File: config.mk
export PLATFORM = sky130hd
export DESIGN_NAME = phase_seq_gen
export DESIGN_NICKNAME = d
export VERILOG_FILES = /design/src/rtl/seq_pkg.sv /design/src/rtl/seq_tick_gen.sv /design/src/rtl/phase_seq_gen.sv
export SDC_FILE = /design/constraint.sdc
export NUM_CORES = 1
export LEC_CHECK = 0
export ABC_CLOCK_PERIOD_IN_PS = 2730
export CORE_AREA = 2 2 63 79
export CTS_CLUSTER_SIZE = 10
export DETAILED_ROUTE_END_ITERATION = 7
export DIE_AREA = 0 0 65 81
export PLACE_DENSITY = 0.56
export SYNTH_ARGS = -nofsm -noshare
export SYNTH_HDL_FRONTEND = slang
export SYNTH_HIERARCHICAL = 1
export SYNTH_SLANG_ARGS = --single-unit
export TNS_END_PERCENT = 10
File: constraint.sdc
create_clock -name clk_out -period 2.73 [get_ports clk_out]
set_clock_uncertainty 0.05 [all_clocks]
set_input_delay 0.546 -clock clk_out [delete_from_list [all_inputs] [get_ports clk_out]]
set_output_delay 0.546 -clock clk_out [all_outputs]
set_load 0.05 [all_outputs]
File: src/rtl/seq_pkg.sv
// Shared types and default sizing for the N-phase timing generator.
package seq_pkg;

    typedef enum logic [1:0] {
        SEQ_IDLE = 2'd0,
        SEQ_RUN  = 2'd1,
        SEQ_HOLD = 2'd2
    } seq_state_e;

    localparam int SEQ_N_PHASES_DEF = 3;
    localparam int SEQ_DWELL_W_DEF  = 8;
    localparam int SEQ_PRESCALE_DEF = 25000000;

endpackage

File: src/rtl/seq_tick_gen.sv
// Tick prescaler: one-clock tick every PRESCALE clocks (counter at PRESCALE-1).
module seq_tick_gen
    import seq_pkg::*;
#(
    parameter int PRESCALE = SEQ_PRESCALE_DEF
) (
    input  logic nRst,
    input  logic clk_out,
    output logic tick
);

    localparam int CW = (PRESCALE > 1) ? $clog2(PRESCALE) : 1;
    localparam logic [CW-1:0] TOP = CW'(PRESCALE - 1);

    logic [CW-1:0] count_reg;

    always_ff @(posedge clk_out or negedge nRst) begin
        if (!nRst) begin
            count_reg <= '0;
        end else if (count_reg == TOP) begin
            count_reg <= '0;
        end else begin
            count_reg <= count_reg + CW'(1);
        end
    end

    assign tick = (count_reg == TOP);

endmodule

File: src/rtl/phase_seq_gen.sv
// N-phase one-hot timing generator with per-phase dwell, pause/stop and one-shot.
// Define SEQ_PRESCALE_EN to divide clk_out into ticks via seq_tick_gen.
module phase_seq_gen
    import seq_pkg::*;
#(
    parameter int N_PHASES = SEQ_N_PHASES_DEF,
    parameter int DWELL_W  = SEQ_DWELL_W_DEF,
    parameter int PRESCALE = SEQ_PRESCALE_DEF
) (
    input  logic                          nRst,
    input  logic                          clk_out,
    input  logic                          nSTART,
    input  logic                          nSTOP,
    input  logic                          one_shot,
    input  logic [N_PHASES*DWELL_W-1:0]   dwell,
    output logic [N_PHASES-1:0]           T,
    output logic [$clog2(N_PHASES)-1:0]   phase_idx,
    output logic                          busy,
    output logic                          cycle_done
);

    localparam int PH_W = $clog2(N_PHASES);
    localparam logic [PH_W-1:0] LAST_PH = PH_W'(N_PHASES - 1);

    logic tick;

`ifdef SEQ_PRESCALE_EN
    seq_tick_gen #(
        .PRESCALE (PRESCALE)
    ) u_tick (
        .nRst    (nRst),
        .clk_out (clk_out),
        .tick    (tick)
    );
`else
    logic unused_prescale;
    assign unused_prescale = ^PRESCALE;
    assign tick = 1'b1;
`endif

    seq_state_e           state_reg, state_next;
    logic [PH_W-1:0]      phase_reg, phase_next;
    logic [DWELL_W-1:0]   cnt_reg, cnt_next;
    logic [N_PHASES-1:0]  t_reg, t_next;
    logic                 done_reg, done_next;

    logic [DWELL_W-1:0]   dwell_arr [N_PHASES];
    logic                 last_phase;
    logic [PH_W-1:0]      phase_inc;

    genvar gi;
    generate
        for (gi = 0; gi < N_PHASES; gi++) begin : g_dwell
            assign dwell_arr[gi] = dwell[gi*DWELL_W +: DWELL_W];
        end
    endgenerate

    assign last_phase = (phase_reg == LAST_PH);
    assign phase_inc  = last_phase ? '0 : phase_reg + PH_W'(1);

    always_ff @(posedge clk_out or negedge nRst) begin
        if (!nRst) begin
            state_reg <= SEQ_IDLE;
            phase_reg <= '0;
            cnt_reg   <= '0;
            t_reg     <= '0;
            done_reg  <= 1'b0;
        end else begin
            state_reg <= state_next;
            phase_reg <= phase_next;
            cnt_reg   <= cnt_next;
            t_reg     <= t_next;
            done_reg  <= done_next;
        end
    end

    // A HOLD released on a tick falls through into the normal RUN counting
    // so the resume tick is not lost.
    always_comb begin
        state_next = state_reg;
        phase_next = phase_reg;
        cnt_next   = cnt_reg;
        done_next  = 1'b0;
        if (tick) begin
            unique case (state_reg)
                SEQ_IDLE: begin
                    if (!nSTART && nSTOP) begin
                        state_next = SEQ_RUN;
                        phase_next = '0;
                        cnt_next   = dwell_arr[0];
                    end
                end
                default: begin
                    if (!nSTOP) begin
                        if (last_phase) begin
                            state_next = SEQ_IDLE;
                            phase_next = '0;
                            cnt_next   = '0;
                        end else begin
                            state_next = SEQ_HOLD;
                        end
                    end else begin
                        state_next = SEQ_RUN;
                        if (cnt_reg != '0) begin
                            cnt_next = cnt_reg - DWELL_W'(1);
                        end else if (!last_phase) begin
                            phase_next = phase_inc;
                            cnt_next   = dwell_arr[phase_inc];
                        end else begin
                            done_next  = 1'b1;
                            phase_next = '0;
                            if (one_shot) begin
                                state_next = SEQ_IDLE;
                                cnt_next   = '0;
                            end else begin
                                cnt_next   = dwell_arr[0];
                            end
                        end
                    end
                end
            endcase
        end
    end

    always_comb begin
        t_next = '0;
        if (state_next != SEQ_IDLE) begin
            t_next[phase_next] = 1'b1;
        end
    end

    assign T          = t_reg;
    assign phase_idx  = phase_reg;
    assign busy       = (state_reg != SEQ_IDLE);
    assign cycle_done = done_reg;

endmodule

==> impl_metrics.ini, run 1 <==
[clock_network]
cts_hold_buf = 0
cts_resized = 0
cts_buffers = 3
clk_latency_ns = 0.25
h-tree-depth = 1
clk_pin_slew_ns = 0.07
cts_buffer_depth = 2
clockRootBuffer = clkbuf_8
cts_tree = done
clkSinkCount = 16
postCtsSetupRepairBufs = 0

[global_routing]
grt_max_degree = 22
antenna_found_initial = 0
overflow = 0
grt_first_pass_wirelength_um = 4800
grt_pass1_vias = 1080
track_usage_pct = 11.5

[layout]
final_util_pct = 34.4
nNetsFinal = 197
largest_reg_flops = 8
antennaDiodeCount = 0
drive_gt1_share_pct = 8.43
areaGrowthSynthToFinish_pct = 44.2

[worst_setup_path]
reg2reg_from = cnt_reg[3]
rrSetupSlack_ns = 0.37
worst-path-buf-inv = 0
timing.rr.end = T[1]
crit_fanout = 7
cpPeakStageDelay_ns = 0.56
crit_cells = 5
crit_type = reg -> reg
path_cells = or4_1 > or3_1 > or4_1 > o21ai_2 > and2b_1
critPathCaptureType = flip-flop
cpMostUsedCell = or4_1
required_ns = 2.87
crit_slowest_cell = or4_1
worstRegToRegCells = 5
arrival_ns = 2.50
crit_family = simple AND/OR/NAND/NOR gates
crit_path_start_kind = flip-flop

[routing]
drtIter0Drc = 67
antenna_left = 0
via_per_inst = 5.00
drc = 0
vias = 1129
wl_um = 3020
wl_per_cell_um = 13.4
firstDrtPassIters = 4

[sta]
finalWorstSetupSlack_ns = 0.370
fmax_mhz = 424
relSlewSlack_pct = 52.2
finalSetupViolCount = 0
min_period_ns = 2.36
fin_crit_sh_pct = 86.4
finalSetupTns_ns = 0
maxSlewViolCount = 0
hold_viol_final = 0
hold_ws_ns = 0.479
worstMarginPinSlew_ns = 0.715
rsz0062_at_grt = false

[die]
die-area_mm2 = 0.00527
core_area_mm2 = 0.00459
start_util_pct = 23.9
ios = 36
die_y_um = 81
std_cell_rows = 28
die_w_um = 65

[hold_path]
holdPathStages = 1
holdPathEnd = cnt_reg[6]
min_from = cnt_reg[6]
hp-class = reg -> reg

[placed_design]
portBuffers = 35
dp_hpwl_um = 2320
place.gp.congestion = 0.892
pre_cts_ws_ns = 0.388

[run_status]
outcome = finished clean

[synthesis]
yosys_warnings = 6
postSynth.asyncResetShare_pct = 100
postSynthCellCount = 131
synth_area_mm2 = 0.00109
post_synth_num_cell_types = 39
syn_area_per_cell_um2 = 8.36
ys_seq_elements = 16
synth_flop_cell = dfrtp_1
syn-num-nets = 161
yosysSeqAreaShare_pct = 36.6
synth_edf_count = 0

[power]
p_per_area_mw_per_mm2 = 498
p_leak_nw = 0.609
max-vdd-ir-drop_mv = 0.163

[flow_run]
cap_violations = 0
worst max path at each step:
stage                    start   end  slack (ns)
detailed placement  cnt_reg[3]  T[1]        0.39
finish              cnt_reg[3]  T[1]        0.37
global route        cnt_reg[3]  T[1]        0.28
floorplan           cnt_reg[3]  T[1]        0.32
global placement    cnt_reg[3]  T[1]        0.43
CTS                 cnt_reg[3]  T[1]        0.36
worst reg2reg max path, delay by kind of cell, from the launching register on:
kind / cells / cell delay, ns
AOI/OAI and AO/OA: 1 / 0.11
and+or+nand+nor: 4 / 1.69
DFF: 1 / 0.45
kinds of logic after synthesis:
group	after synthesis	synth area share (%)
muxes	10	9.26
and+or+nand+nor	50	23.0
xor gates and xnor gates	2	1.60
buffers and inverters	18	7.20
adders and majority gates	1	1.14
DFF	16	36.6
AOI/OAI and AO/OA	34	21.3
routing by layer:
metal / GRT usage (%) / vias to the layer above / wire length, um / share of wire [%]
li1: - / 554 / - / -
met1: 14.1 / 525 / 1230 / 41
met2: 20.1 / 46 / 1540 / 51
met3: 1.94 / 4 / 209 / 6.9
met4: 4.47 / 0 / 42 / 1.4
met5: 0 / - / 0 / 0
cells in the final DEF, fill, tap and decap left out, drive strengths merged, types with 2 or more instances in the layout:
| master | instances |
|---|---|
| nand2 | 5 |
| inv | 6 |
| nor2 | 15 |
| a31oi | 2 |
| mux2i | 9 |
| nor4 | 4 |
| clkdlybuf4s50 | 35 |
| a311oi | 3 |
| dfrtp | 16 |
| or3 | 2 |
| o211ai | 4 |
| nor3 | 5 |
| nand3 | 8 |
| o21ai | 10 |
| a21oi | 4 |
| buf | 8 |
| clkbuf | 4 |
| nand2b | 4 |
| or4 | 2 |
| a221o | 3 |
| o22ai | 3 |
power by group:
group	total [mW]	switching [mW]	internal (mW)
registers	0.315	0.0416	0.274
logic	0.260	0.135	0.125
clock network	0.211	0.0834	0.128
cell usage after synthesis, drive strengths merged, types with 3 or more instances:
library cell,count,area (um2)
nand3,8,40.0
inv,6,22.5
a21oi,4,20.0
nand2,5,18.8
o211ai,4,30.0
o22ai,3,18.8
dfrtp,16,400
a221o,3,30.0
mux2i,9,90.1
nor3,5,25.0
a311oi,3,26.3
clkbuf,7,27.5
nor2,15,56.3
nor4,4,25.0
buf,5,28.8
o21ai,10,53.8
nand2b,4,25.0
metrics by stage:
step	power (mW)	instance area [um2]	std cells
6_report	0.787	1580	226
5_1_grt	0.834	1580	226
4_1_cts	0.791	1580	226
3_5_place_dp	0.578	1520	222
3_3_place_gp	0.574	1520	222
2_1_floorplan	0.486	1090	131
cell type report:
cell class | instances | area, um2
fillers | 491 | 3010
inverters | 6 | 22.5
well taps | 60 | 75.1
repair buffers | 43 | 410
flip-flops and latches | 16 | 400
multi-input cells | 97 | 616
clock buffers | 4 | 55.1
Power figures use the tool's default switching activity.
==> run 2, diff against run 1 <==
--- a/config.mk
+++ b/config.mk
@@ -6,11 +6,11 @@
 export NUM_CORES = 1
 export LEC_CHECK = 0
 export ABC_CLOCK_PERIOD_IN_PS = 2730
-export CORE_AREA = 2 2 63 79
+export CORE_AREA = 2 2 50 64
 export CTS_CLUSTER_SIZE = 10
 export DETAILED_ROUTE_END_ITERATION = 7
-export DIE_AREA = 0 0 65 81
-export PLACE_DENSITY = 0.56
+export DIE_AREA = 0 0 52 66
+export PLACE_DENSITY = 0.77
 export SYNTH_ARGS = -nofsm -noshare
 export SYNTH_HDL_FRONTEND = slang
 export SYNTH_HIERARCHICAL = 1
==> impl_metrics.ini, run 2 (same netlist as run 1, synthesis figures left out) <==
[run_status]
outcome = finished clean

[routing]
wl_um = 3010
via_per_inst = 5.73
wl_per_cell_um = 15.0
vias = 1152
drtIter0Drc = 34
antenna_left = 0
firstDrtPassIters = 4
drc = 0

[worst_setup_path]
crit_type = reg -> reg
required_ns = 2.92
crit_fanout = 7
worstRegToRegCells = 5
reg2reg_from = cnt_reg[3]
crit_path_start_kind = flip-flop
startpoint = cnt_reg[3]
arrival_ns = 2.70
critPathCaptureType = flip-flop
rrSetupSlack_ns = 0.22

[clock_network]
cts_resized = 0
clk_latency_ns = 0.30
cts_buffers = 3
h-tree-depth = 1
postCtsSetupRepairBufs = 0
cts_hold_buf = 0
clkSinkCount = 16
cts_buffer_depth = 2
cts_tree = done
clockRootBuffer = clkbuf_4
clk_pin_slew_ns = 0.11

[sta]
maxSlewViolCount = 0
fmax_mhz = 398
relSlewSlack_pct = 47.3
finalSetupTns_ns = 0
fin_crit_sh_pct = 92.0
rsz0062_at_grt = false
finalWorstSetupSlack_ns = 0.220
worstMarginPinSlew_ns = 0.787
hold_viol_final = 0
min_period_ns = 2.51
finalSetupViolCount = 0

[global_routing]
grt_pass1_vias = 1131
overflow = 0
track_usage_pct = 19.6
antenna_found_initial = 0
grt_max_degree = 22
grt_first_pass_wirelength_um = 5020

[power]
max-vdd-ir-drop_mv = 0.223
p_leak_nw = 0.597
p_per_area_mw_per_mm2 = 486

[layout]
drive_gt1_share_pct = 7.88
final_cell_mix = clkdlybuf4s50_1 (35), dfrtp_1 (16), nor2_1 (15), mux2i_1 (9)
layout_commonest_cell = clkdlybuf4s50_1
fin_area_mm2 = 0.00152
antennaDiodeCount = 0
largest_reg_flops = 8
nNetsFinal = 196
areaGrowthSynthToFinish_pct = 39.1

[hold_path]
hp-class = reg -> reg
min_from = cnt_reg[2]
holdPathStages = 2

[die]
start_util_pct = 38.6
core_area_mm2 = 0.00284
die_w_um = 52
die-area_mm2 = 0.00343
ios = 36
die_y_um = 66
std_cell_rows = 22

[placed_design]
post_dp_cell_area_mm2 = 0.00149
portBuffers = 35
place.gp.congestion = 0.828
dp_hpwl_um = 2300
pre_cts_ws_ns = 0.257

[flow_run]
cap_violations = 0
-- run 2: through the flow --
step	hold WS (ns)	cells	utilization (%)	power, mW
after detailed placement	0.462	197	52.4	0.577
after global placement	0.450	197	52.4	0.569
after global routing	0.506	201	53.7	0.785
after floorplan	0.200	131	-	0.486
after CTS	0.484	201	53.7	0.743
final	0.480	201	53.7	0.739
-- run 2: path summary, 6_finish.rpt --
kind / endpoint
hold reg to reg: cnt_reg[2]
min in group asynchronous: state_reg[1]
hold / removal: cnt_reg[2]
setup reg to reg: T[1]
max in group asynchronous: cnt_reg[1]
setup / recovery: T[1]
-- run 2: layer usage --
metal	up-vias	GRT usage [%]	wire length [um]	share of wire, %
met2	55	34.2	1550	52
met5	-	0	0	0
met1	534	23.1	1160	38
met4	0	8.88	72	2.4
met3	8	2.71	230	7.6
li1	555	-	-	-
-- run 2: worst max-delay path, stage by stage (launching register included) --
cell and delay (ns):
dfrtp_1 0.46, or4_1 0.68, or3_1 0.50, or4_1 0.52, o21ai_2 0.10, and2b_1 0.14
-- run 2: where the power goes --
part,switching (mW),leakage (nW),internal (mW),total (mW)
logic,0.134,0.376,0.123,0.257
clock network,0.0857,0.0210,0.0813,0.167
registers,0.0424,0.200,0.273,0.315
total,0.262,0.597,0.477,0.739
-- run 2: layout make-up --
cell class / instances / area (um2)
Fill cell: 282 / 1310
Multi-Input combinational cell: 97 / 616
Timing Repair Buffer: 42 / 403
Sequential cell: 16 / 400
Tap cell: 36 / 45.0
Clock buffer: 4 / 36.3
Inverter: 6 / 22.5
